--- src/rtl/nfc_rx_capture_ctrl.sv ---
// NFC receive-window capture controller.
// Waits a guard time after the reader finishes transmitting, runs the ADC,
// throws away warm-up conversions, then buffers a programmed number of
// samples in a small FIFO that feeds the demodulator over valid/ready.
module nfc_rx_capture_ctrl #(
    parameter int DATA_W  = 12,
    parameter int GUARD_W = 16,
    parameter int LEN_W   = 16,
    parameter int DISCARD = 2,
    parameter int FIFO_AW = 2
) (
    input  logic               clk,
    input  logic               rstn,
    input  logic               tx_done,
    input  logic               abort,
    input  logic [GUARD_W-1:0] cfg_guard,
    input  logic [LEN_W-1:0]   cfg_len,
    output logic               adc_run,
    input  logic               adc_data_en,
    input  logic [DATA_W-1:0]  adc_data,
    output logic               smp_valid,
    input  logic               smp_ready,
    output logic [DATA_W-1:0]  smp_data,
    output logic               smp_last,
    output logic               busy,
    output logic               done,
    output logic               ovf
);

    localparam int DEPTH = 1 << FIFO_AW;

    typedef enum logic [2:0] {
        IDLE,
        GUARD,
        WARM,
        CAPTURE,
        DRAIN
    } state_t;

    // With no warm-up conversions to drop, the guard time leads straight to capture.
    localparam state_t     AFTER_GUARD = (DISCARD == 0) ? CAPTURE : WARM;
    localparam logic [1:0] DISC_LAST   = 2'((DISCARD == 0) ? 0 : DISCARD - 1);
    localparam logic [FIFO_AW:0] PTR_ONE = (FIFO_AW + 1)'(1);

    state_t state;
    state_t state_nxt;

    logic [GUARD_W-1:0] guard_cnt;
    logic [LEN_W-1:0]   len_q;
    logic [LEN_W-1:0]   smp_cnt;
    logic [LEN_W-1:0]   smp_cnt_inc;
    logic [1:0]         disc_cnt;

    logic [DATA_W:0]    mem [DEPTH];
    logic [FIFO_AW:0]   wr_ptr;
    logic [FIFO_AW:0]   rd_ptr;
    logic               fifo_empty;
    logic               fifo_full;

    logic               abort_act;
    logic               start;
    logic               push_req;
    logic               push;
    logic               pop;
    logic               drop;
    logic               last_smp;
    logic               done_q;
    logic               ovf_q;

    assign abort_act   = abort && (state != IDLE);
    assign start       = tx_done && (state == IDLE);
    assign fifo_empty  = (wr_ptr == rd_ptr);
    assign fifo_full   = (wr_ptr[FIFO_AW] != rd_ptr[FIFO_AW]) &&
                         (wr_ptr[FIFO_AW-1:0] == rd_ptr[FIFO_AW-1:0]);
    assign pop         = !fifo_empty && smp_ready && !abort_act;
    assign push_req    = (state == CAPTURE) && adc_data_en && !abort_act;
    // A full FIFO can still take a sample when the head leaves in the same cycle.
    assign push        = push_req && (!fifo_full || pop);
    assign drop        = push_req && fifo_full && !pop;
    assign smp_cnt_inc = smp_cnt + LEN_W'(1);
    // Dropped samples still count, so the window length stays fixed.
    assign last_smp    = push_req && (smp_cnt_inc == len_q);

    // State register.
    always_ff @(posedge clk) begin
        if (!rstn) begin
            state <= IDLE;
        end else begin
            state <= state_nxt;
        end
    end

    // Next-state logic; abort returns to IDLE from anywhere.
    always_comb begin
        state_nxt = state;
        if (abort_act) begin
            state_nxt = IDLE;
        end else begin
            case (state)
                IDLE: begin
                    if (tx_done && (cfg_len != '0)) begin
                        state_nxt = (cfg_guard == '0) ? AFTER_GUARD : GUARD;
                    end
                end
                GUARD: begin
                    if (guard_cnt == GUARD_W'(1)) begin
                        state_nxt = AFTER_GUARD;
                    end
                end
                WARM: begin
                    if (adc_data_en && (disc_cnt == DISC_LAST)) begin
                        state_nxt = CAPTURE;
                    end
                end
                CAPTURE: begin
                    if (last_smp) begin
                        state_nxt = DRAIN;
                    end
                end
                DRAIN: begin
                    if (fifo_empty) begin
                        state_nxt = IDLE;
                    end
                end
                default: state_nxt = IDLE;
            endcase
        end
    end

    // Outputs decoded from state and FIFO head; stream fields read zero when empty.
    always_comb begin
        adc_run   = (state == WARM) || (state == CAPTURE);
        busy      = (state != IDLE);
        smp_valid = !fifo_empty;
        smp_data  = '0;
        smp_last  = 1'b0;
        if (!fifo_empty) begin
            smp_data = mem[rd_ptr[FIFO_AW-1:0]][DATA_W-1:0];
            smp_last = mem[rd_ptr[FIFO_AW-1:0]][DATA_W];
        end
        done = done_q;
        ovf  = ovf_q;
    end

    // FIFO storage; contents only matter behind valid pointers, so no reset.
    always_ff @(posedge clk) begin
        if (rstn && push) begin
            mem[wr_ptr[FIFO_AW-1:0]] <= {last_smp, adc_data};
        end
    end

    // Window counters, FIFO pointers and the done/ovf flags.
    always_ff @(posedge clk) begin
        if (!rstn) begin
            guard_cnt <= '0;
            len_q     <= '0;
            smp_cnt   <= '0;
            disc_cnt  <= '0;
            wr_ptr    <= '0;
            rd_ptr    <= '0;
            done_q    <= 1'b0;
            ovf_q     <= 1'b0;
        end else begin
            done_q <= 1'b0;

            if (abort_act) begin
                wr_ptr <= '0;
                rd_ptr <= '0;
            end else begin
                if (push) begin
                    wr_ptr <= wr_ptr + PTR_ONE;
                end
                if (pop) begin
                    rd_ptr <= rd_ptr + PTR_ONE;
                end
            end

            if (start) begin
                len_q     <= cfg_len;
                guard_cnt <= cfg_guard;
                smp_cnt   <= '0;
                disc_cnt  <= '0;
                ovf_q     <= 1'b0;
                if (cfg_len == '0) begin
                    done_q <= 1'b1;
                end
            end

            if ((state == GUARD) && (guard_cnt != '0)) begin
                guard_cnt <= guard_cnt - GUARD_W'(1);
            end

            if ((state == WARM) && adc_data_en && !abort_act) begin
                disc_cnt <= disc_cnt + 2'd1;
            end

            if (push_req) begin
                smp_cnt <= smp_cnt_inc;
            end

            if (drop) begin
                ovf_q <= 1'b1;
            end

            if ((state == DRAIN) && fifo_empty && !abort_act) begin
                done_q <= 1'b1;
            end
        end
    end

endmodule

--- config.mk ---
export PLATFORM = sky130hd
export DESIGN_NAME = nfc_rx_capture_ctrl
export DESIGN_NICKNAME = d
export VERILOG_FILES = /design/src/rtl/nfc_rx_capture_ctrl.sv
export SDC_FILE = /design/constraint.sdc
export NUM_CORES = 1
export LEC_CHECK = 0
export BUFFER_PORTS_ARGS = -buffer_cell sky130_fd_sc_hd__buf_2
export CAP_MARGIN = 40
export CELL_PAD_IN_SITES_DETAIL_PLACEMENT = 1
export CELL_PAD_IN_SITES_GLOBAL_PLACEMENT = 1
export CORE_UTILIZATION = 35
export CTS_CLUSTER_SIZE = 40
export DETAILED_ROUTE_END_ITERATION = 10
export PLACE_DENSITY = 0.63
export RECOVER_POWER = 100
export SYNTH_ARGS = -nofsm -noshare
export SYNTH_HDL_FRONTEND = slang
export SYNTH_SLANG_ARGS = --single-unit
--- constraint.sdc ---
create_clock -name clk -period 2.2 [get_ports clk]
set_input_delay 0.11 -clock clk [delete_from_list [all_inputs] [get_ports clk]]
set_output_delay 0.11 -clock clk [all_outputs]
set_load 0.02 [all_outputs]
==> metrics.md, run 1 <==
| Metric | Value |
|---|---|
| WHS Path Cells | `3` |
| Die width | `129 µm` |
| Final #Nets | `743` |
| Reg-to-Reg Start | `smp_cnt[12]` |
| # Max-Cap Violations | `0` |
| Setup slack after layout | `-22.9 ps` |
| Clk_skew | `9.62 ps` |
| Die height | `129 µm` |
| Die area | `16500 µm²` |
| Worst-Margin Slew | `720 ps` |
| RSZ-0062 raised after global routing | `yes` |
| Yosys Warn Count | `0` |
| CTS tree | `yes` |
| Crit path time final | `2220 ps` |
| Cells after Synth | `542` |
| Initial antenna violation count | `0` |
| CP Data Required Time | `2500 ps` |
| R2R Path End | `state[1]` |
| Top cells by count, synth | `dfxtp_1 (63), nand2_1 (63), edfxtp_1 (52)` |
| Share of cells above drive strength 1 | `0.259` |
| Area growth syn-to-layout | `33.8%` |
| Number of global-route vias before repair | `4955` |
| Final worst path period share | `1.01` |
| Final Setup Violations | `1` |
| Gr usage total | `0.203` |
| Post-synthesis average cell area | `10.4 µm²` |
| Critical Path AT | `2530 ps` |
| Register area share after synthesis | `0.503` |
| Post-synthesis cell type count | `59` |
| Share of the synthesized area in the top cell type | `0.278` |
| Psw | `0.00160 W` |
| Worst Hold Launch | `cfg_guard[4]` |
| Critical path cell sequence | `buf_4 > or2_2 > o311ai_0 > o21ai_0 > o21ai_1 > nor4_2 > buf_4 > a2111oi_2` |
| Largest stage delay, worst path | `390 ps` |
| CTS clk-pin slew, worst paths | `60 ps` |
| Crit path max fanout | `7` |
| Maximum vdd drop | `0.507 mV` |
| Yosys reg bits | `115` |
| Area leader, netlist | `edfxtp_1` |
| Clock H-tree levels | `4` |
| Reg2reg setup slack | `-20 ps` |
| CTS sink cnt | `115` |
| # DRC | `0` |
| Hold-critical path endpoint | `guard_cnt[4]` |
| Row cnt | `45` |
| ANT nets after route | `0` |
| Ys async rst share | `0` |
| First-pass detailed-route iteration total | `5` |
| Clock power share | `0.456` |
| WL/cell | `17.4 µm` |
| Synth Flop Type | `dfxtp_1` |
| HPWL Detailed | `11100 µm` |
| Clock Path Buffers | `2` |
| Critical path class | `flip-flop to flip-flop` |
| Initial DRC count | `204` |
| Post-synth EDFFs | `52` |
| Core Util, Final | `0.487` |
| Global-route wire length before repair | `25400 µm` |
| Net Count, Synth | `602` |
| Vias | `4691` |
| Total gr overflow | `0` |
| Hold Crit Class | `input pin to flip-flop` |
| Status | `finished with violations` |
| # IOs | `68` |
| Most frequent CP cell | `buf_4` |
| Failing checks | `setup timing` |
| Via density per instance | `5.17` |
| Number of port buffers | `67` |
| # diodes | `0` |
| PD cells | `777 nW/µm²` |
| Largest net degree at the start of global routing | `53` |
| CTS root buf | `clkbuf_16` |
| Maximum clock rate | `0.450 GHz` |
| Switch share | `0.275` |
| CTS Buf Count | `17` |
| Leak pwr | `2.76 nW` |
| Detailed Route WL | `15800 µm` |
| CP bufs+invs | `2` |
| Slowest-stage cell, CP | `o311ai_0` |
| Critical path launch point type | `flip-flop` |
| Final Hold Fails | `0` |
| Slew HR | `0.520` |
| Cell depth of the worst flop-to-flop path | `8` |
| Placeable Area | `15400 µm²` |
| Logic pwr share | `0.135` |
| P_int | `0.00423 W` |
| Worst-Skew Late Latency | `420 ps` |
| Slew Limit Fails | `0` |
| Post-synthesis cell area | `5610 µm²` |
| Flop pwr share | `0.410` |
| Initial Util | `0.364` |
| CP endpoint kind | `flip-flop` |
| GP Congestion | `0.840` |
| Leading post-synthesis cells by cell area | `edfxtp_1 (28%), dfxtp_1 (22%), mux4_2 (5.2%), nand2_1 (4.2%), a21boi_0 (2.9%)` |
| CP delay by family, top | `compound AO/OA/AOI/OAI gates` |
| Setup TNS Final | `-22.9 ps` |
worst reg2reg max path, delay by kind of cell (launching register included):
family | cells | cell delay (ps)
flip-flops | 1 | 340
AND/OR/NAND/NOR | 2 | 360
buffers and inverters | 2 | 330
AO/OA/AOI/OAI | 4 | 1090
layout make-up:
| class | instances | area [µm²] |
|---|---|---|
| Sequential cell | 115 | 2840 |
| Multi-Input combinational cell | 386 | 2770 |
| Fill cell | 1756 | 7920 |
| Clock buffer | 18 | 429 |
| Timing Repair Buffer | 151 | 1020 |
| Clock inverter | 14 | 143 |
| Tap cell | 211 | 264 |
| Inverter | 12 | 45.0 |
through the flow:
step / setup slack, ps / area, µm² / total power (W) / cells / hold slack [ps]
after floorplan: -172 / 5640 / 0.00286 / 542 / 209
after global placement: -133 / 6510 / 0.00314 / 840 / 321
after detailed placement: -156 / 6510 / 0.00316 / 840 / 332
after CTS: 7.79 / 7470 / 0.00589 / 907 / 6.27
after global routing: -124 / 7510 / 0.00608 / 907 / 37.3
final: -22.9 / 7510 / 0.00583 / 907 / 24.1
placed cells by master (no fill, tap or decap), types with 22 or more instances in the layout:
cell,instances
nor2_1,31
nand2_1,63
buf_4,44
dfxtp_1,57
edfxtp_1,52
a21boi_0,22
nor2b_1,23
dlygate4sd3_1,35
buf_2,50
registers in the layout, indices dropped and copies added (netlist names), named ones only:
| signal | flops |
|---|---|
| disc_cnt | 2 |
| done | 1 |
| guard_cnt | 16 |
| len_q | 16 |
| mem | 52 |
| ovf | 1 |
| rd_ptr | 3 |
| smp_cnt | 16 |
| state | 3 |
| wr_ptr | 3 |
worst max path at each step:
stage	cells past startpoint	startpoint	end
2_1_floorplan	7	smp_cnt[0]	mem[0][12]
3_3_place_gp	9	smp_cnt[1]	state[1]
3_5_place_dp	9	smp_cnt[1]	state[1]
4_1_cts	8	smp_cnt[8]	state[2]
5_1_grt	8	smp_cnt[12]	state[1]
6_report	8	smp_cnt[12]	state[1]
logic make-up (layout without fill, tap and decap cells):
family          after synthesis  after routing  share of synthesized area
simple gates                228            228                      0.216
flops                       115            115                      0.503
compound gates              103            103                      0.127
buf+inv                      41            195                     0.0285
xor+xnor                     29             29                     0.0453
mux                          16             16                     0.0575
fa+ha+maj                    10             10                     0.0223
power by group through the flow:
stage	combinational, W	sequential, W	clock [W]
4_1_cts	0.000786	0.00239	0.00272
6_report	0.000786	0.00239	0.00266
3_3_place_gp	0.000714	0.00243	0
5_1_grt	0.000875	0.00240	0.00281
2_1_floorplan	0.000454	0.00241	0
3_5_place_dp	0.000730	0.00243	0
layer usage:
layer / track usage / wire length (µm) / vias to the layer above
li1: - / - / 2284
met5: 0 / 0 / -
met3: 0.0482 / 564 / 23
met1: 0.239 / 6940 / 2287
met4: 0.0623 / 221 / 0
met2: 0.362 / 8040 / 97
what timing repair did:
action                     CTS  global route
pin swaps                    6             5
hold endpoints to repair    71             0
setup endpoints to repair    7            56
gates resized for setup      9            21
buffers inserted             0             0
hold buffers                35             0
Power figures use the tool's default switching activity.
==> run 2: changes to the inputs <==
Settings changed: PLACE_DENSITY 0.63 to 0.61.
Clock period 2.2 ns to 2.13 ns, I/O delays scaled along.
==> metrics.md, run 2 (synthesized netlist as in run 1, its figures left out) <==
| Metric | Value |
|---|---|
| Leak pwr | `2.84 nW (+2.8%)` |
| Initial DRC count | `125 (-39%)` |
| DP Worst Slack | `-250 ps (-94.3 ps)` |
| Filler cell count | `1744 (-0.68%)` |
| Row cnt | `45 (unchanged)` |
| Share of cells above drive strength 1 | `0.265 (+0.00683)` |
| CTS tree | `yes` |
| Post-route cell area | `7590 µm² (+1.1%)` |
| Most common cell after layout, fill and taps aside | `nand2_1` |
| Crit path max fanout | `7 (unchanged)` |
| Hold Crit Class | `input pin to flip-flop` |
| Setup TNS Final | `-358 ps (-335 ps)` |
| Via density per instance | `5.11 (-1.3%)` |
| CTS clk-pin slew, worst paths | `60 ps (about the same)` |
| WHS Path Cells | `4 (+1)` |
| Critical path launch point type | `flip-flop` |
| Max reg flops | `52 (unchanged)` |
| Detailed Route WL | `16200 µm (+2.6%)` |
| CP Data Required Time | `2410 ps (-90 ps)` |
| CTS Buf Count | `17 (unchanged)` |
| Worst-Margin Slew | `434 ps (-286 ps)` |
| Die height | `129 µm (unchanged)` |
| Final Setup Violations | `7 (+6)` |
| Slew Limit Fails | `0 (unchanged)` |
| Hold Worst Slack | `32.0 ps (+7.90 ps)` |
| # Max-Cap Violations | `0 (unchanged)` |
| CP endpoint kind | `flip-flop` |
| Status | `finished with violations` |
| Final worst path period share | `1.04 (+0.0314)` |
| Clock Path Buffers | `2 (unchanged)` |
| Clk_skew | `16.1 ps (+6.47 ps)` |
| Slowest-stage cell, CP | `or4_4` |
| Setup slack after layout | `-89.0 ps (-66.1 ps)` |
| Maximum vdd drop | `0.544 mV (+7.4%)` |
| Initial antenna violation count | `1 (+1)` |
| PD cells | `789 nW/µm² (+1.5%)` |
| Final Hold Fails | `0 (unchanged)` |
| Die width | `129 µm (unchanged)` |
| CTS sink cnt | `115 (unchanged)` |
| # DRC | `0 (unchanged)` |
| Maximum clock rate | `0.451 GHz (+0.18%)` |
| Largest stage delay, worst path | `560 ps (+170 ps)` |
| Worst-Skew Late Latency | `420 ps (about the same)` |
| Area growth syn-to-layout | `35.3%` |
| Crit path time final | `2220 ps (-3.90 ps)` |
| Dpl cell area | `6690 µm² (+2.7%)` |
| Postcts setup bufs | `0 (unchanged)` |
| Die area | `16500 µm² (unchanged)` |
| HPWL Detailed | `11500 µm (+4.4%)` |
| # IOs | `68 (unchanged)` |
| Total gr overflow | `0 (unchanged)` |
| Initial Util | `0.364 (unchanged)` |
| CTS root buf | `clkbuf_16` |
| Failing checks | `setup timing` |
| First-pass detailed-route iteration total | `4 (-1)` |
| GP Congestion | `0.805 (-4.2%)` |
| ANT nets after route | `0 (unchanged)` |
| Number of port buffers | `67 (unchanged)` |
| Final #Nets | `759 (+2.2%)` |
| Critical path class | `flip-flop to flip-flop` |
| RSZ-0062 raised after global routing | `yes` |
| Cells after DPL | `855 (+1.8%)` |
| Placeable Area | `15400 µm² (unchanged)` |
| Vias | `4719 (+0.60%)` |
| Largest net degree at the start of global routing | `29 (-45%)` |
| Critical Path AT | `2500 ps (-30 ps)` |
| Post-Layout Cell Count | `924 (+1.9%)` |
| Cell depth of the worst flop-to-flop path | `8 (unchanged)` |
| WL/cell | `17.5 µm (+0.70%)` |
| Commonest cells after routing, fill and taps aside | `nand2_1 (63), dfxtp_1 (57), edfxtp_1 (52), buf_4 (52), buf_2 (39)` |
| Critical path cell sequence | `nand4_4 > or4_4 > xor2_1 > a221oi_2 > o2111ai_2 > nor4_2 > buf_4 > a2111oi_2` |
| Global-route wire length before repair | `26100 µm (+2.8%)` |
| Number of global-route vias before repair | `5024 (+1.4%)` |
| Gr usage total | `0.208 (+0.00580)` |
| Clock H-tree levels | `4 (unchanged)` |
| Slew HR | `0.710 (+0.191)` |
## run 2: changes by cell type in the layout (fill, tap and decap cells not counted), sizes merged
cell,change
diode,+1
dlygate4sd3,+1
inv,-2
clkinvlp,-2
clkinv,+5
clkbuf,+15
buf,-1
## run 2: power breakdown
part | leakage (nW) | internal (W) | switching, W
clock network | 0.263 | 0.00160 | 0.00107
logic | 1.59 | 0.000373 | 0.000463
registers | 0.985 | 0.00238 | 0.0000880
## run 2: path summary, 6_finish.rpt
check                from      endpoint  slack (ps)
max            smp_cnt[7]      state[1]         -90
max reg2reg    smp_cnt[7]      state[1]         -90
min          cfg_guard[8]  guard_cnt[8]          30
min reg2reg      len_q[6]      len_q[6]         480
## run 2: cell type report
cell class              count  area (µm²)  area share
inverters                  12        45.0     0.00594
clock inverters            15         130      0.0171
diodes                      1        2.50    0.000330
well taps                 211         264      0.0348
multi-input cells         386        2720       0.358
flip-flops and latches    115        2840       0.374
repair buffers            167        1170       0.154
clock buffers              17         425      0.0561
## run 2: what timing repair did
action / 4_1_cts / 5_1_grt
endpoints found under the setup margin: 7 / 13
gates cloned: 0 / 0
hold buffers: 36 / 0
endpoints found under the hold margin: 72 / 0
pin swaps: 5 / 1
resized for setup: 12 / 5
## run 2: per-stage QoR
stage / total power, W / utilization
2_1_floorplan: 0.00296 / -
3_3_place_gp: 0.00328 / 0.433
3_5_place_dp: 0.00330 / 0.433
4_1_cts: 0.00607 / 0.496
5_1_grt: 0.00625 / 0.492
6_report: 0.00598 / 0.492
## run 2: per-layer routing
metal	global-route usage	up-vias	wire length (µm)
li1	-	2303	-
met1	0.251	2321	7340
met2	0.373	76	8220
met3	0.0441	19	429
met4	0.0623	0	193
met5	0	-	0
## run 2: critical path: cells and delay by family (launching register included)
kind | cells | cell delay, ps
simple gates | 3 | 880
compound gates | 3 | 480
flops | 1 | 350
buf+inv | 1 | 200
xor+xnor | 1 | 170
==> run 3: changes to the inputs <==
Settings changed: CORE_UTILIZATION 35 to 40, PLACE_DENSITY 0.61 to 0.68.
==> metrics.md, run 3 (synthesized netlist as in run 1, its figures left out) <==
| Metric | Value |
|---|---|
| Status | `finished with violations` |
| Failing checks | `setup timing` |
| WHS Path Cells | `4 (unchanged)` |
| # DRC | `0 (unchanged)` |
| Maximum clock rate | `0.420 GHz (-6.8%)` |
| Core Util, Final | `0.559 (+0.0674)` |
| Die width | `120 µm (-6.4%)` |
| ANT nets after route | `0 (unchanged)` |
| Share of cells above drive strength 1 | `0.257 (-0.00875)` |
| Vias | `4786 (+1.4%)` |
| First-pass detailed-route iteration total | `4 (unchanged)` |
| Worst-Margin Slew | `479 ps (+44.9 ps)` |
| Largest net degree at the start of global routing | `28 (-3.4%)` |
| Total gr overflow | `0 (unchanged)` |
| CTS sink cnt | `115 (unchanged)` |
| Reg-to-Reg Start | `smp_cnt[1]` |
| CTS root buf | `clkbuf_16` |
| Cell depth of the worst flop-to-flop path | `11 (+3)` |
| Worst Hold Launch | `cfg_guard[8]` |
| # IOs | `68 (unchanged)` |
| Placeable Area | `13500 µm² (-13%)` |
| Initial DRC count | `195 (+56%)` |
| CTS Buf Count | `17 (unchanged)` |
| Final Hold Fails | `0 (unchanged)` |
| Clk_skew | `4.97 ps (-11.1 ps)` |
| Via density per instance | `5.40 (+5.8%)` |
| Dpl cell area | `6600 µm² (-1.3%)` |
| CP endpoint kind | `flip-flop` |
| Crit path time final | `2380 ps (+162 ps)` |
| Global-route wire length before repair | `26500 µm (+1.6%)` |
| Multi-input logic area | `2700 µm² (-0.51%)` |
| Leak pwr | `2.81 nW (-0.99%)` |
| Hold-critical path endpoint | `guard_cnt[8]` |
| Most common cell after layout, fill and taps aside | `nand2_1` |
| Number of port buffers | `67 (unchanged)` |
| Critical Path AT | `2660 ps (+160 ps)` |
| Slew HR | `0.680 (-0.0300)` |
| Worst-Skew Late Latency | `420 ps (about the same)` |
| Initial antenna violation count | `1 (unchanged)` |
| RSZ-0062 raised after global routing | `yes` |
| FF+latch area | `2830 µm² (-0.18%)` |
| Filler cell count | `1508 (-14%)` |
| Clock H-tree levels | `4 (unchanged)` |
| CTS tree | `yes` |
| Area growth syn-to-layout | `34.1%` |
| WL/cell | `18.3 µm (+4.8%)` |
| Crit path max fanout | `7 (unchanged)` |
| Final worst path period share | `1.12 (+0.0760)` |
| Number of global-route vias before repair | `5254 (+4.6%)` |
| Maximum vdd drop | `0.588 mV (+8.0%)` |
| Postcts setup bufs | `0 (unchanged)` |
| PD cells | `813 nW/µm² (+3.1%)` |
| Initial Util | `0.417 (+0.0534)` |
| Die area | `14500 µm² (-12%)` |
| Critical path launch point type | `flip-flop` |
| Critical path class | `flip-flop to flip-flop` |
| Setup slack after layout | `-251 ps (-162 ps)` |
| Final #Nets | `756 (-0.40%)` |
| Gr usage total | `0.241 (+0.0331)` |
| Reg2reg setup slack | `-250 ps (-160 ps)` |
| Row cnt | `42 (-6.7%)` |
| CTS clk-pin slew, worst paths | `50 ps (about the same)` |
| # Max-Cap Violations | `0 (unchanged)` |
| GP Congestion | `0.899 (+12%)` |
| Die height | `120 µm (-6.4%)` |
| Hold Crit Class | `input pin to flip-flop` |
| Slew Limit Fails | `0 (unchanged)` |
| HPWL Detailed | `11300 µm (-2.0%)` |
| Clock Path Buffers | `2 (unchanged)` |
| R2R Path End | `state[1]` |
| Max reg flops | `52 (unchanged)` |
| Detailed Route WL | `16300 µm (+0.50%)` |
| CP Data Required Time | `2410 ps (about the same)` |
| Final Setup Violations | `7 (unchanged)` |
| Commonest cells after routing, fill and taps aside | `nand2_1 (63), dfxtp_1 (61), edfxtp_1 (52), buf_4 (50), buf_2 (41)` |
| Post-route cell area | `7520 µm² (-0.86%)` |
| Setup TNS Final | `-1520 ps (-1160 ps)` |
-- run 3: changes by cell type in the layout (fill, tap and decap cells not counted), sizes merged --
cell / change
clkinv: -1
clkinvlp: -2
dlygate4sd3: -1
clkbuf: +2
buf: +1
bufinv: +2
inv: -4
-- run 3: how the worst max path moves through the flow --
| stage | from | end | slack (ps) | depth (start not counted) |
|---|---|---|---|---|
| after CTS | smp_cnt[1] | state[1] | -230 | 9 |
| after floorplan | smp_cnt[0] | mem[0][12] | -240 | 7 |
| after detailed placement | smp_cnt[1] | state[1] | -330 | 9 |
| after global routing | smp_cnt[1] | state[1] | -380 | 9 |
| final | smp_cnt[1] | state[1] | -250 | 11 |
| after global placement | smp_cnt[1] | state[1] | -290 | 9 |
-- run 3: area by class of cell --
| cell class | instances | area share |
|---|---|---|
| Sequential cell | 115 | 0.376 |
| Antenna cell | 1 | 0.000333 |
| Inverter | 12 | 0.00599 |
| Multi-Input combinational cell | 386 | 0.359 |
| Clock inverter | 10 | 0.0180 |
| Clock buffer | 22 | 0.0590 |
| Timing Repair Buffer | 164 | 0.152 |
| Tap cell | 176 | 0.0293 |
-- run 3: metal layers --
layer | share of wire | GRT usage
met3 | 0.030 | 0.0561
met5 | 0 | 0
met1 | 0.43 | 0.279
met2 | 0.51 | 0.421
met4 | 0.033 | 0.115
-- run 3: timing repair --
item,4_1_cts,5_1_grt
gates cloned,0,0
endpoints found under the hold margin,71,0
pin swaps,2,0
gates resized for setup,9,2
endpoints found under the setup margin,8,17
hold buffers,35,0
-- run 3: metrics by stage --
stage | hold WS [ps] | cells | setup slack, ps | total power [W]
6_report | 22.4 | 886 | -251 | 0.00612
4_1_cts | 3.18 | 885 | -230 | 0.00617
5_1_grt | 29.4 | 886 | -376 | 0.00635
2_1_floorplan | 205 | 542 | -242 | 0.00296
3_3_place_gp | 317 | 818 | -289 | 0.00325
3_5_place_dp | 326 | 818 | -331 | 0.00328
-- run 3: critical path: stages, from the launching register on --
cell and delay, ps:
dfxtp_4 350, ha_4 150, nand3_4 80, buf_4 150, buf_4 140, nor4_2 360, buf_4 190, xnor2_1 110
nand3_1 100, nor4_2 340, buf_4 210, a2111oi_2 50
-- run 3: report_power, final --
part           switching (W)  internal (W)  leakage [nW]
sequential         0.0000802       0.00238         0.983
clock               0.000985       0.00183         0.282
combinational       0.000479      0.000363          1.55
